**src/rtl/add_tree_sched_if.sv**
```systemverilog
// rtl/add_tree_sched_if.sv - request, adder-tree and result signals of the shared add-tree scheduler
interface add_tree_sched_if #(
    parameter int pDATA_W  = 8,
    parameter int pNUM_REQ = 4
);
    localparam int lpID_W = $clog2(pNUM_REQ);

    logic [pNUM_REQ-1:0]                   ireq_valid;
    logic [pNUM_REQ-1:0][3:0][pDATA_W-1:0] ireq_data;
    logic [pNUM_REQ-1:0]                   oreq_ready;
    logic                                  oadd_en;
    logic [3:0][pDATA_W-1:0]               oadd_data;
    logic [2*pDATA_W-1:0]                  iadd_sum;
    logic                                  ores_valid;
    logic                                  ires_ready;
    logic [lpID_W-1:0]                     ores_id;
    logic [2*pDATA_W-1:0]                  ores_data;

    modport master (
        input  ireq_valid, ireq_data, iadd_sum, ires_ready,
        output oreq_ready, oadd_en, oadd_data, ores_valid, ores_id, ores_data
    );

    modport slave (
        output ireq_valid, ireq_data, iadd_sum, ires_ready,
        input  oreq_ready, oadd_en, oadd_data, ores_valid, ores_id, ores_data
    );
endinterface

```
**src/rtl/add_tree_sched.sv**
```systemverilog
// rtl/add_tree_sched.sv - round-robin scheduler sharing one 2-stage 4-input adder tree among requesters
module add_tree_sched #(
    parameter int pDATA_W  = 8,
    parameter int pNUM_REQ = 4
) (
    input  logic              iclk,
    input  logic              irst_n,
    add_tree_sched_if.master  bus
);
    localparam int lpID_W = $clog2(pNUM_REQ);

    logic [lpID_W-1:0] rr_ptr_q, rr_ptr_d;
    logic              tag0_v_q, tag1_v_q;
    logic [lpID_W-1:0] tag0_id_q, tag1_id_q;

    logic              any_valid, stall, issue, add_en, found;
    logic [lpID_W-1:0] grant_id, cand;

    // First valid requester at or after the pointer, wrapping modulo pNUM_REQ.
    always_comb begin
        grant_id = rr_ptr_q;
        found    = 1'b0;
        cand     = '0;
        for (int i = 0; i < pNUM_REQ; i++) begin
            if (int'(rr_ptr_q) + i >= pNUM_REQ)
                cand = lpID_W'(int'(rr_ptr_q) + i - pNUM_REQ);
            else
                cand = lpID_W'(int'(rr_ptr_q) + i);
            if (!found && bus.ireq_valid[cand]) begin
                found    = 1'b1;
                grant_id = cand;
            end
        end
    end

    assign any_valid = |bus.ireq_valid;
    assign stall     = tag1_v_q & ~bus.ires_ready;
    // Reset gates the combinational handshake so nothing is accepted while held in reset.
    assign issue     = irst_n & any_valid & ~stall;
    assign add_en    = irst_n & ~stall & (any_valid | tag0_v_q | tag1_v_q);
    assign rr_ptr_d  = (grant_id == lpID_W'(pNUM_REQ - 1)) ? '0 : grant_id + 1'b1;

    always_comb begin
        bus.oreq_ready = '0;
        bus.oadd_data  = '0;
        if (issue) begin
            bus.oreq_ready[grant_id] = 1'b1;
            bus.oadd_data            = bus.ireq_data[grant_id];
        end
    end

    assign bus.oadd_en    = add_en;
    assign bus.ores_valid = tag1_v_q;
    assign bus.ores_id    = tag1_id_q;
    assign bus.ores_data  = bus.iadd_sum;

    // Tags shadow the tree's two stages and advance only when the tree does.
    always_ff @(posedge iclk or negedge irst_n) begin
        if (!irst_n) begin
            rr_ptr_q  <= '0;
            tag0_v_q  <= 1'b0;
            tag1_v_q  <= 1'b0;
            tag0_id_q <= '0;
            tag1_id_q <= '0;
        end else if (add_en) begin
            tag1_v_q  <= tag0_v_q;
            tag1_id_q <= tag0_id_q;
            tag0_v_q  <= issue;
            tag0_id_q <= grant_id;
            if (issue)
                rr_ptr_q <= rr_ptr_d;
        end
    end
endmodule

```
**src/flat_wrapper.sv**
```systemverilog
// flat-port wrapper written by rule: the top's interface ports become plain ports
module add_tree_sched_flat 
#(
    parameter int pDATA_W  = 8,
    parameter int pNUM_REQ = 4
)
  (iclk, irst_n, bus_ireq_valid, bus_ireq_data, bus_iadd_sum, bus_ires_ready, bus_oreq_ready, bus_oadd_en, bus_oadd_data, bus_ores_valid, bus_ores_id, bus_ores_data);
  add_tree_sched_if #(.pDATA_W(pDATA_W), .pNUM_REQ(pNUM_REQ)) bus_i ();
  input  logic iclk;
  input  logic irst_n;
  input wire logic [$bits(bus_i.ireq_valid)-1:0] bus_ireq_valid;
  input wire logic [$bits(bus_i.ireq_data)-1:0] bus_ireq_data;
  input wire logic [$bits(bus_i.iadd_sum)-1:0] bus_iadd_sum;
  input wire logic [$bits(bus_i.ires_ready)-1:0] bus_ires_ready;
  output wire logic [$bits(bus_i.oreq_ready)-1:0] bus_oreq_ready;
  output wire logic [$bits(bus_i.oadd_en)-1:0] bus_oadd_en;
  output wire logic [$bits(bus_i.oadd_data)-1:0] bus_oadd_data;
  output wire logic [$bits(bus_i.ores_valid)-1:0] bus_ores_valid;
  output wire logic [$bits(bus_i.ores_id)-1:0] bus_ores_id;
  output wire logic [$bits(bus_i.ores_data)-1:0] bus_ores_data;
  assign bus_i.ireq_valid = bus_ireq_valid;
  assign bus_i.ireq_data = bus_ireq_data;
  assign bus_i.iadd_sum = bus_iadd_sum;
  assign bus_i.ires_ready = bus_ires_ready;
  assign bus_oreq_ready = bus_i.oreq_ready;
  assign bus_oadd_en = bus_i.oadd_en;
  assign bus_oadd_data = bus_i.oadd_data;
  assign bus_ores_valid = bus_i.ores_valid;
  assign bus_ores_id = bus_i.ores_id;
  assign bus_ores_data = bus_i.ores_data;
  add_tree_sched #(.pDATA_W(pDATA_W), .pNUM_REQ(pNUM_REQ)) u_core (.iclk(iclk), .irst_n(irst_n), .bus(bus_i));
endmodule
```
**config.mk**
```make
export PLATFORM = sky130hd
export DESIGN_NAME = add_tree_sched_flat
export DESIGN_NICKNAME = d
export VERILOG_FILES = /design/src/rtl/add_tree_sched_if.sv /design/src/rtl/add_tree_sched.sv /design/src/flat_wrapper.sv
export SDC_FILE = /design/constraint.sdc
export NUM_CORES = 1
export LEC_CHECK = 0
export CORE_MARGIN = 4
export CORE_UTILIZATION = 28
export CTS_BUF_LIST = sky130_fd_sc_hd__clkbuf_2 sky130_fd_sc_hd__clkbuf_4 sky130_fd_sc_hd__clkbuf_8
export DETAILED_ROUTE_END_ITERATION = 8
export PLACE_DENSITY_LB_ADDON = 0.08
export SLEW_MARGIN = 30
export SYNTH_ARGS = -nofsm -noshare
export SYNTH_HDL_FRONTEND = slang
export SYNTH_SLANG_ARGS = --single-unit
```
**constraint.sdc**
```tcl
create_clock -name iclk -period 4.2 [get_ports iclk]
set_clock_uncertainty 0.1 [all_clocks]
set_input_delay 0.84 -clock iclk [delete_from_list [all_inputs] [get_ports iclk]]
set_output_delay 0.84 -clock iclk [all_outputs]
set_load 0.02 [all_outputs]
```
==> flow_results.org, run 1 <==
** Pwr
- The worst-case IR drop observed on VDD is 0.272 mV.
- Power Density :: 418 nW/um2
- Part of the power in combinational logic :: a little over four fifths
- In this run the power spent charging and discharging nets is ~0.00062 W.
- Internal power component :: between 0.0007 and 0.0008 W
- Seq pwr share :: 10.0%
- Sw Share :: about 44%
- Summed over all cells, the static leakage comes to between 1.5 and 2 nW.
- Of the total power, the clock network draws 6.4%.

** Detailed routing
- Drc violations :: 0
- Before antenna repair, the detailed router went through 4 iterations.
- Count of nets left with antenna violations after detail routing :: 0
- Average wire per cell in the routed design :: 17.7 um
- The detailed router placed between 1500 and 2000 vias in this run.
- The first routing iteration left 32 violations.
- Total length of routed wires :: 7190 um
- In the routed layout, each cell is associated on average with a via count of 4.80.

** Finish
- The filler cells instantiated in the layout total 510.
- Count of nets after finishing :: just under 500
- Measured on the finished design, the core utilization comes to between 60 and 70%.
- Ratio of cells with drive above 1 in the final layout :: 7.49%
- The finished cells cover between 3000 and 4000 um2.
- From synthesis to final layout, the design area changed by 112%.
- The repair_antennas step left the layout with diodes totalling 0.

** Timing
- The number of max-slew violations in the final report was 0.
- In this run the tightest slew margin relative to its limit is around 80%.
- In the finished design, the share of the clock period the worst path needs comes to 97.1%.
- Static timing analysis puts the maximum clock frequency at 245 MHz.
- Setup violations remaining at the end of the flow were counted as 0.
- TNS Setup :: 0 ps
- Final hold slack :: 388 ps
- The count of final hold-check violations came to 0.
- The routed design could run at a clock period as short as 4080 ps.
- Slew at the pin with the worst max-slew slack :: 302 ps

** GRT
- For this run the aggregate overflow at the end of global routing stands at 0.
- Global routing consumed, over all layers together, 19.2% of the routing resources.
- Largest net degree at the start of global routing :: 45
- The number of global-route vias before repair came to 2112.
- First-pass GRT wire length :: 11000 um
- Number of antenna violations at the first check in global routing :: 0

** Hold path
- The min-delay analysis places its worst path in the category flip-flop to flip-flop.
- Worst min-delay path startpoint :: u_core.tag0_id_q[0]
- WHS Path Cells :: 2
- The worst hold path terminates at u_core.tag0_id_q[0].

** Die
- DIE HEIGHT :: 83.6 um
- Ports :: around 210
- Die Width :: 83.6 um
- The initial utilization of the core area, before any placement, comes to 28.9%.
- Die Footprint :: 6990 um2
- The floorplan has 27 rows.
- In this run the standard cell core region covers 5540 um2.

** CTS
- Clock transition at the registers of the reported paths :: 40 ps
- Clock tree from TritonCTS :: built
- Number of clock sinks :: 8
- In this run, CTS created clock tree buffers numbering 3.
- CTS built an H-tree with a depth of 1.
- Hold buffer count at cts :: 0
- No sink is reached through more buffers than the 2 on the longest clock path.
- Clock tree synthesis selected as its root buffer the cell clkbuf_8.
- Latest clock arrival within the worst-skew pair :: 230 ps

** Synth
- The synthesized netlist occupies a cell area of between 1500 and 2000 um2.
- Library cell with the largest summed area after synthesis :: mux2i_1
- Post-synth cell types :: 29
- EDFF count, synth :: 0
- After synthesis, the largest area contributor takes up 40.0% of total cell area.
- The synthesized design contains 8 register bits.
- Seq/Total Area, Yosys :: roughly an eighth
- Synthesis handed over a netlist of between 150 and 200 instances.
- The number of nets in the synthesized netlist is 332.
- Most common flop cell mapped by yosys :: dfrtp_1
- By area the synthesized netlist is led by mux2i_1, dfrtp_1, o22ai_1.
- Of all flip-flops after synthesis, the portion carrying an async set or reset was 100%.
- A synthesized cell averages 9.05 um2.
- Yosys Warn Count :: 0

** Worst setup path
- Startpoint type of the worst setup path :: primary input
- RR Startpoint :: u_core.rr_ptr_q[1]
- Data arrival time of the critical path :: 3140 ps
- Worst Setup End Kind :: output pin
- The setup check on the worst reg-to-reg path leaves a slack of between 2000 and 2500 ps.
- STA puts the critical path data required time at 3260 ps.
- CP Class :: primary input to output pin
- Destination of the worst register-to-register timing path :: u_core.rr_ptr_q[1]
- In this run the worst path has a maximum fanout of 24.
- The number of cells on the worst reg-to-reg path is 7.

** Run
- Max Cap Viol :: 0

** Place
- In this run the cell area measured after placement is 3310 um2.
- During placement, the flow inserted port buffers numbering 174.
- The congestion estimate from routability-driven global placement came to 0.822.
- The HPWL after detailed placement is 5880 um.

** Run status
- Status :: completed
how the worst max path moves through the flow:
stage | startpoint | end | slack, ps | cells past startpoint
after floorplan | bus_ireq_valid[0] | bus_oadd_data[10] | 1150 | 6
after detailed placement | bus_ireq_valid[3] | bus_oadd_data[23] | 30 | 7
final | bus_ireq_valid[1] | bus_oadd_data[20] | 120 | 8
after CTS | bus_ireq_valid[3] | bus_oadd_data[23] | 20 | 7
after global placement | bus_ireq_valid[3] | bus_oadd_data[23] | 50 | 7
after global routing | bus_ireq_valid[1] | bus_oadd_data[24] | -3 | 8
cell families after synthesis:
logic type	count (synthesis)	share of synthesized area (%)
adder cells (fa/ha/maj)	4	3.13
multiplexers	68	42.8
flip-flops	8	12.5
buffers and inverters	33	15.2
AO/OA/AOI/OAI	45	18.8
AND/OR/NAND/NOR	19	7.50
layer usage:
metal  vias to the layer above  wire (um)  GRT usage, %
met5                         -          0             0
met4                         0         73          3.95
met3                        12        613          6.81
met2                        87       3980          38.0
met1                       872       2530          19.0
li1                        976          -             -
flip-flops by register name (all words and copies together) (netlist names):
register and count:
u_core.bus.ores_valid 1, u_core.tag0_v_q 1, u_core.rr_ptr_q 2, u_core.bus.ores_id 2
u_core.tag0_id_q 2
metrics by stage:
step	setup slack [ps]	power, W	std cells
after global placement	46.5	0.00131	402
final	120	0.00142	406
after global routing	-2.77	0.00152	406
after CTS	24.4	0.00141	405
after floorplan	1150	0.000871	177
after detailed placement	30.7	0.00131	402
power groups by stage:
stage | combinational [W] | sequential [W] | clock [W]
floorplan | 0.000716 | 0.000155 | 0
global placement | 0.00117 | 0.000142 | 0
detailed placement | 0.00117 | 0.000143 | 0
CTS | 0.00118 | 0.000143 | 0.0000946
global route | 0.00127 | 0.000150 | 0.0000996
finish | 0.00119 | 0.000143 | 0.0000912
critical path: stages:
cell and delay (ps):
clkdlybuf4s50_1 590, nor4_2 80, buf_4 160, nor2_4 250, nand3_1 220, buf_12 220, o22ai_1 120, clkdlybuf4s50_1 650
synth_stat cells, types with 3 or more instances:
cell type	instances
nand2_1	4
ha_1	4
buf_6	7
inv_1	3
buf_2	6
mux2_2	4
mux2i_1	64
dfrtp_1	8
o22ai_1	31
o21ai_1	5
and2_1	4
buf_4	16
layout make-up:
type	instances	area, um2	area share (%)
multi-input combinational	136	1170	34.5
sequential	8	200	5.88
inverter	4	15.0	0.441
tap	72	90.1	2.65
clock buffer	3	41.3	1.21
timing repair buffer	183	1880	55.3
cell usage in the layout (no fill, tap or decap), types with 4 or more instances in the layout:
cell type	n
clkdlybuf4s50_1	167
buf_4	5
mux2i_1	64
mux2_2	4
o22ai_1	31
nand2_1	4
o21ai_1	5
dfrtp_1	8
ha_1	4
and2_1	4
dlymetal6s2s_1	7
timing repair:
item                                    4_1_cts  5_1_grt
hold endpoints to repair                      0        0
buffers inserted                              0        0
endpoints found under the setup margin        0       32
resized for setup                             0        8
Power figures use the tool's default switching activity.
==> run 2, diff against run 1 <==
--- a/config.mk
+++ b/config.mk
@@ -8,6 +8,7 @@
 export CORE_MARGIN = 4
 export CORE_UTILIZATION = 28
 export CTS_BUF_LIST = sky130_fd_sc_hd__clkbuf_2 sky130_fd_sc_hd__clkbuf_4 sky130_fd_sc_hd__clkbuf_8
+export CTS_CLUSTER_SIZE = 12
 export DETAILED_ROUTE_END_ITERATION = 8
 export PLACE_DENSITY_LB_ADDON = 0.08
 export SLEW_MARGIN = 30
==> results of run 2 <==
The final DEF is identical to that of run 1; final timing and power are the same.
==> run 3, diff against run 2 <==
--- a/config.mk
+++ b/config.mk
@@ -8,8 +8,9 @@
 export CORE_MARGIN = 4
 export CORE_UTILIZATION = 28
 export CTS_BUF_LIST = sky130_fd_sc_hd__clkbuf_2 sky130_fd_sc_hd__clkbuf_4 sky130_fd_sc_hd__clkbuf_8
-export CTS_CLUSTER_SIZE = 12
+export CTS_CLUSTER_SIZE = 28
 export DETAILED_ROUTE_END_ITERATION = 8
+export GPL_TIMING_DRIVEN = 0
 export PLACE_DENSITY_LB_ADDON = 0.08
 export SLEW_MARGIN = 30
 export SYNTH_ARGS = -nofsm -noshare
==> flow_results.org, run 3 (synthesis gave the netlist of run 1 again) <==
** Place
- The half-perimeter wire length of the detailed placement result was 6590 um (was 5880 um).
- The post-placement cell count was 439 (was 402).
- Cell Area, Placed :: 3590 um2 (was 3310 um2)
- GPL Wtd Cong :: 0.889 (was 0.822)
- IO Port Bufs :: 190 (was 174)

** Worst setup path
- Peak fanout along the critical path :: 11 (was 24)
- The worst setup path startpoint is bus_ireq_valid[2] (was bus_ireq_valid[1]).
- CP Class :: primary input to output pin (unchanged)
- Startpoint type of the worst setup path :: primary input (unchanged)
- The slowest stage cell on the critical path was clkdlybuf4s50_1 (unchanged).
- The worst reg-to-reg path cell count came to 7 (unchanged).
- Data arrival time of the critical path :: 3140 ps (about the same)
- Chain of cells forming the critical path :: clkdlybuf4s50_1 -> nor2b_1 -> o21ai_1 -> o211ai_2 -> buf_6 -> buf_6 -> ha_1 -> and2_1 -> clkdlybuf4s50_1 (was clkdlybuf4s50_1 -> nor4_2 -> buf_4 -> nor2_4 -> nand3_1 -> buf_12 -> o22ai_1 -> clkdlybuf4s50_1)
- The critical path data required time came to 3260 ps (about the same).
- The element type at the critical path end is an output pin (unchanged).
- The peak per-stage delay on the critical path came to 610 ps (was 650 ps).
- RR Startpoint :: u_core.rr_ptr_q[1] (unchanged)

** Finish
- Commonest cells after routing, fill and taps aside: clkdlybuf4s50_1, mux2i_1, dlymetal6s2s_1, o22ai_1, buf_4 (was clkdlybuf4s50_1, mux2i_1, o22ai_1, dfrtp_1, dlymetal6s2s_1).
- Fill cell instance count of the final layout :: 499 (was 510)
- Area Overhead vs Synth :: 133% (was 112%)
- The storage element area is 200 um2 (unchanged).
- The commonest non-fill, non-tap cell in the layout was clkdlybuf4s50_1 (unchanged).
- Final non-filler cell total :: 442 (was 406)
- The fraction of final layout cells sized beyond drive strength 1 is 12.4% (was 7.49%).
- The area used by multi-input combinational logic was 1170 um2 (about the same).
- Diodes inserted :: 0 (unchanged)
- The final-stage net count came to 527 (was 491).
- Final instance area :: 3730 um2 (was 3400 um2)

** GRT
- The number of antenna violations at the first check in global routing was 0 (unchanged).
- The number of global-route vias before repair is 2375 (was 2112).
- The global-route track usage on met3 is 6.71% (was 6.81%).
- The total routing resource utilization after global routing was 20.6% (was 19.2%).
- The met1 track demand over resource is 21.8% (was 19.0%).
- The largest net degree at the start of global routing was 12 (was 45).
- The most crowded layer after global routing is met2 (unchanged).
- The residual overflow from global routing is 0 (unchanged).
- The global-route met2 utilization came to 39.4% (was 38.0%).
- First-pass GRT wire length :: 11900 um (was 11000 um)

** Detailed routing
- The total wirelength of the detailed-routed design is 7610 um (was 7190 um).
- Detailed Routing Iterations Pass 1 :: 4 (unchanged)
- The iteration-0 DRC count of the detailed router was 40 (was 32).
- Vias after detailed routing :: 2128 (was 1947)
- Vias per inst :: 4.81 (was 4.80)
- Average wire per cell in the routed design :: 17.2 um (was 17.7 um)
- The count of nets left with antenna violations after detail routing came to 0 (unchanged).
- The number of DRC violations after detailed routing is 0 (unchanged).

** Run status
- Status :: completed (unchanged)

** Die
- DIE HEIGHT :: 83.6 um (unchanged)
- Die Footprint :: 6990 um2 (unchanged)
- The total number of placement rows came to 27 (unchanged).
- Starting Density :: 28.9% (unchanged)
- The area of the core was 5540 um2 (unchanged).
- The x dimension of the die is 83.6 um (unchanged).
- Ports :: 207 (unchanged)

** CTS
- The number of sinks driven by the clock tree is 8 (unchanged).
- Latest clock arrival within the worst-skew pair :: 220 ps (was 230 ps)
- Clock transition at the registers of the reported paths :: 40 ps (about the same)
- The number of hold-repair buffers added at the cts stage is 0 (unchanged).
- H-tree level count :: 1 (unchanged)
- The post-CTS setup buffer count was 0 (unchanged).
- The number of clock buffers inserted by TritonCTS is 3 (unchanged).
- Maximum count of clock buffers along a single path :: 2 (unchanged)
- Clock tree from TritonCTS :: built (unchanged)
- The library cell used as clock root buffer is clkbuf_8 (unchanged).

** Timing
- The count of final hold-check violations is 0 (unchanged).
- F_max :: 245 MHz (about the same)
- The number of max-slew violations in the final report is 0 (unchanged).
- Min Clock Period, post-route :: 4080 ps (about the same)
- The worst hold-check slack is 365 ps (was 388 ps).
- The final setup violation count came to 0 (unchanged).
- The transition at the pin with the smallest max-transition slack is 497 ps (was 302 ps).
- Setup repair after global routing left no endpoint under its margin.
- The final clock period utilization by the worst path came to 97.1% (about the same).
- The normalized max-slew margin is 66.7% (was 79.8%).

** Run
- The max-capacitance violation count was 0 (unchanged).

** Pwr
- Power Density :: 383 nW/um2 (was 418 nW/um2)
- Peak ir drop on the vdd network :: 0.170 mV (was 0.272 mV)
- Leakage power :: 2.12 nW (was 1.58 nW)

** Hold path
- The path category of the worst min-delay check is primary input to asynchronous set/reset pin (was flip-flop to flip-flop).
-- run 3: cell type report --
| cell class | count | area share (%) |
|---|---|---|
| plain buffers | 29 | 6.35 |
| clock buffers | 3 | 1.11 |
| inverters | 4 | 0.403 |
| multi-input cells | 136 | 31.3 |
| flip-flops and latches | 8 | 5.37 |
| well taps | 72 | 2.42 |
| repair buffers | 190 | 53.1 |
-- run 3: critical path: cells and delay by family --
family / cells / cell delay [ps]
buffers and inverters: 4 / 1580
adders and majority gates: 1 / 140
and+or+nand+nor: 2 / 320
AOI/OAI and AO/OA: 2 / 230
-- run 3: metrics by stage --
step	power (W)	setup WS, ps	TNS, ps	util, %
6_report	0.00143	124	0	67.3
5_1_grt	0.00153	0.714	0	67.3
4_1_cts	0.00146	13.4	0	65.6
3_5_place_dp	0.00136	-199	-5130	64.9
3_3_place_gp	0.00135	-193	-4920	64.9
2_1_floorplan	0.000871	1150	0	-
-- run 3: power by group --
part           switching, W  internal [W]   total, W
sequential        0.0000296      0.000114   0.000143
combinational      0.000575      0.000617    0.00119
clock             0.0000290     0.0000620  0.0000910
total              0.000634      0.000793    0.00143
-- run 3: routing by layer --
metal | share of wire, % | wire length, um
met1 | 36 | 2710
met2 | 55 | 4160
met4 | 1.1 | 84
met3 | 8.7 | 663
met5 | 0 | 0
-- run 3: path summary, 6_finish.rpt --
kind / endpoint / slack, ps
max in group asynchronous: u_core.rr_ptr_q[0] / 3450
setup reg to reg: u_core.rr_ptr_q[1] / 2320
min in group iclk: u_core.tag0_v_q / 400
hold / removal: u_core.bus.ores_id[0] / 370
hold reg to reg: u_core.tag0_v_q / 400
setup / recovery: bus_oreq_ready[0] / 120
-- run 3: what timing repair did --
action,4_1_cts,5_1_grt
pin swaps,0,0
gates resized for setup,1,38
setup endpoints to repair,30,34
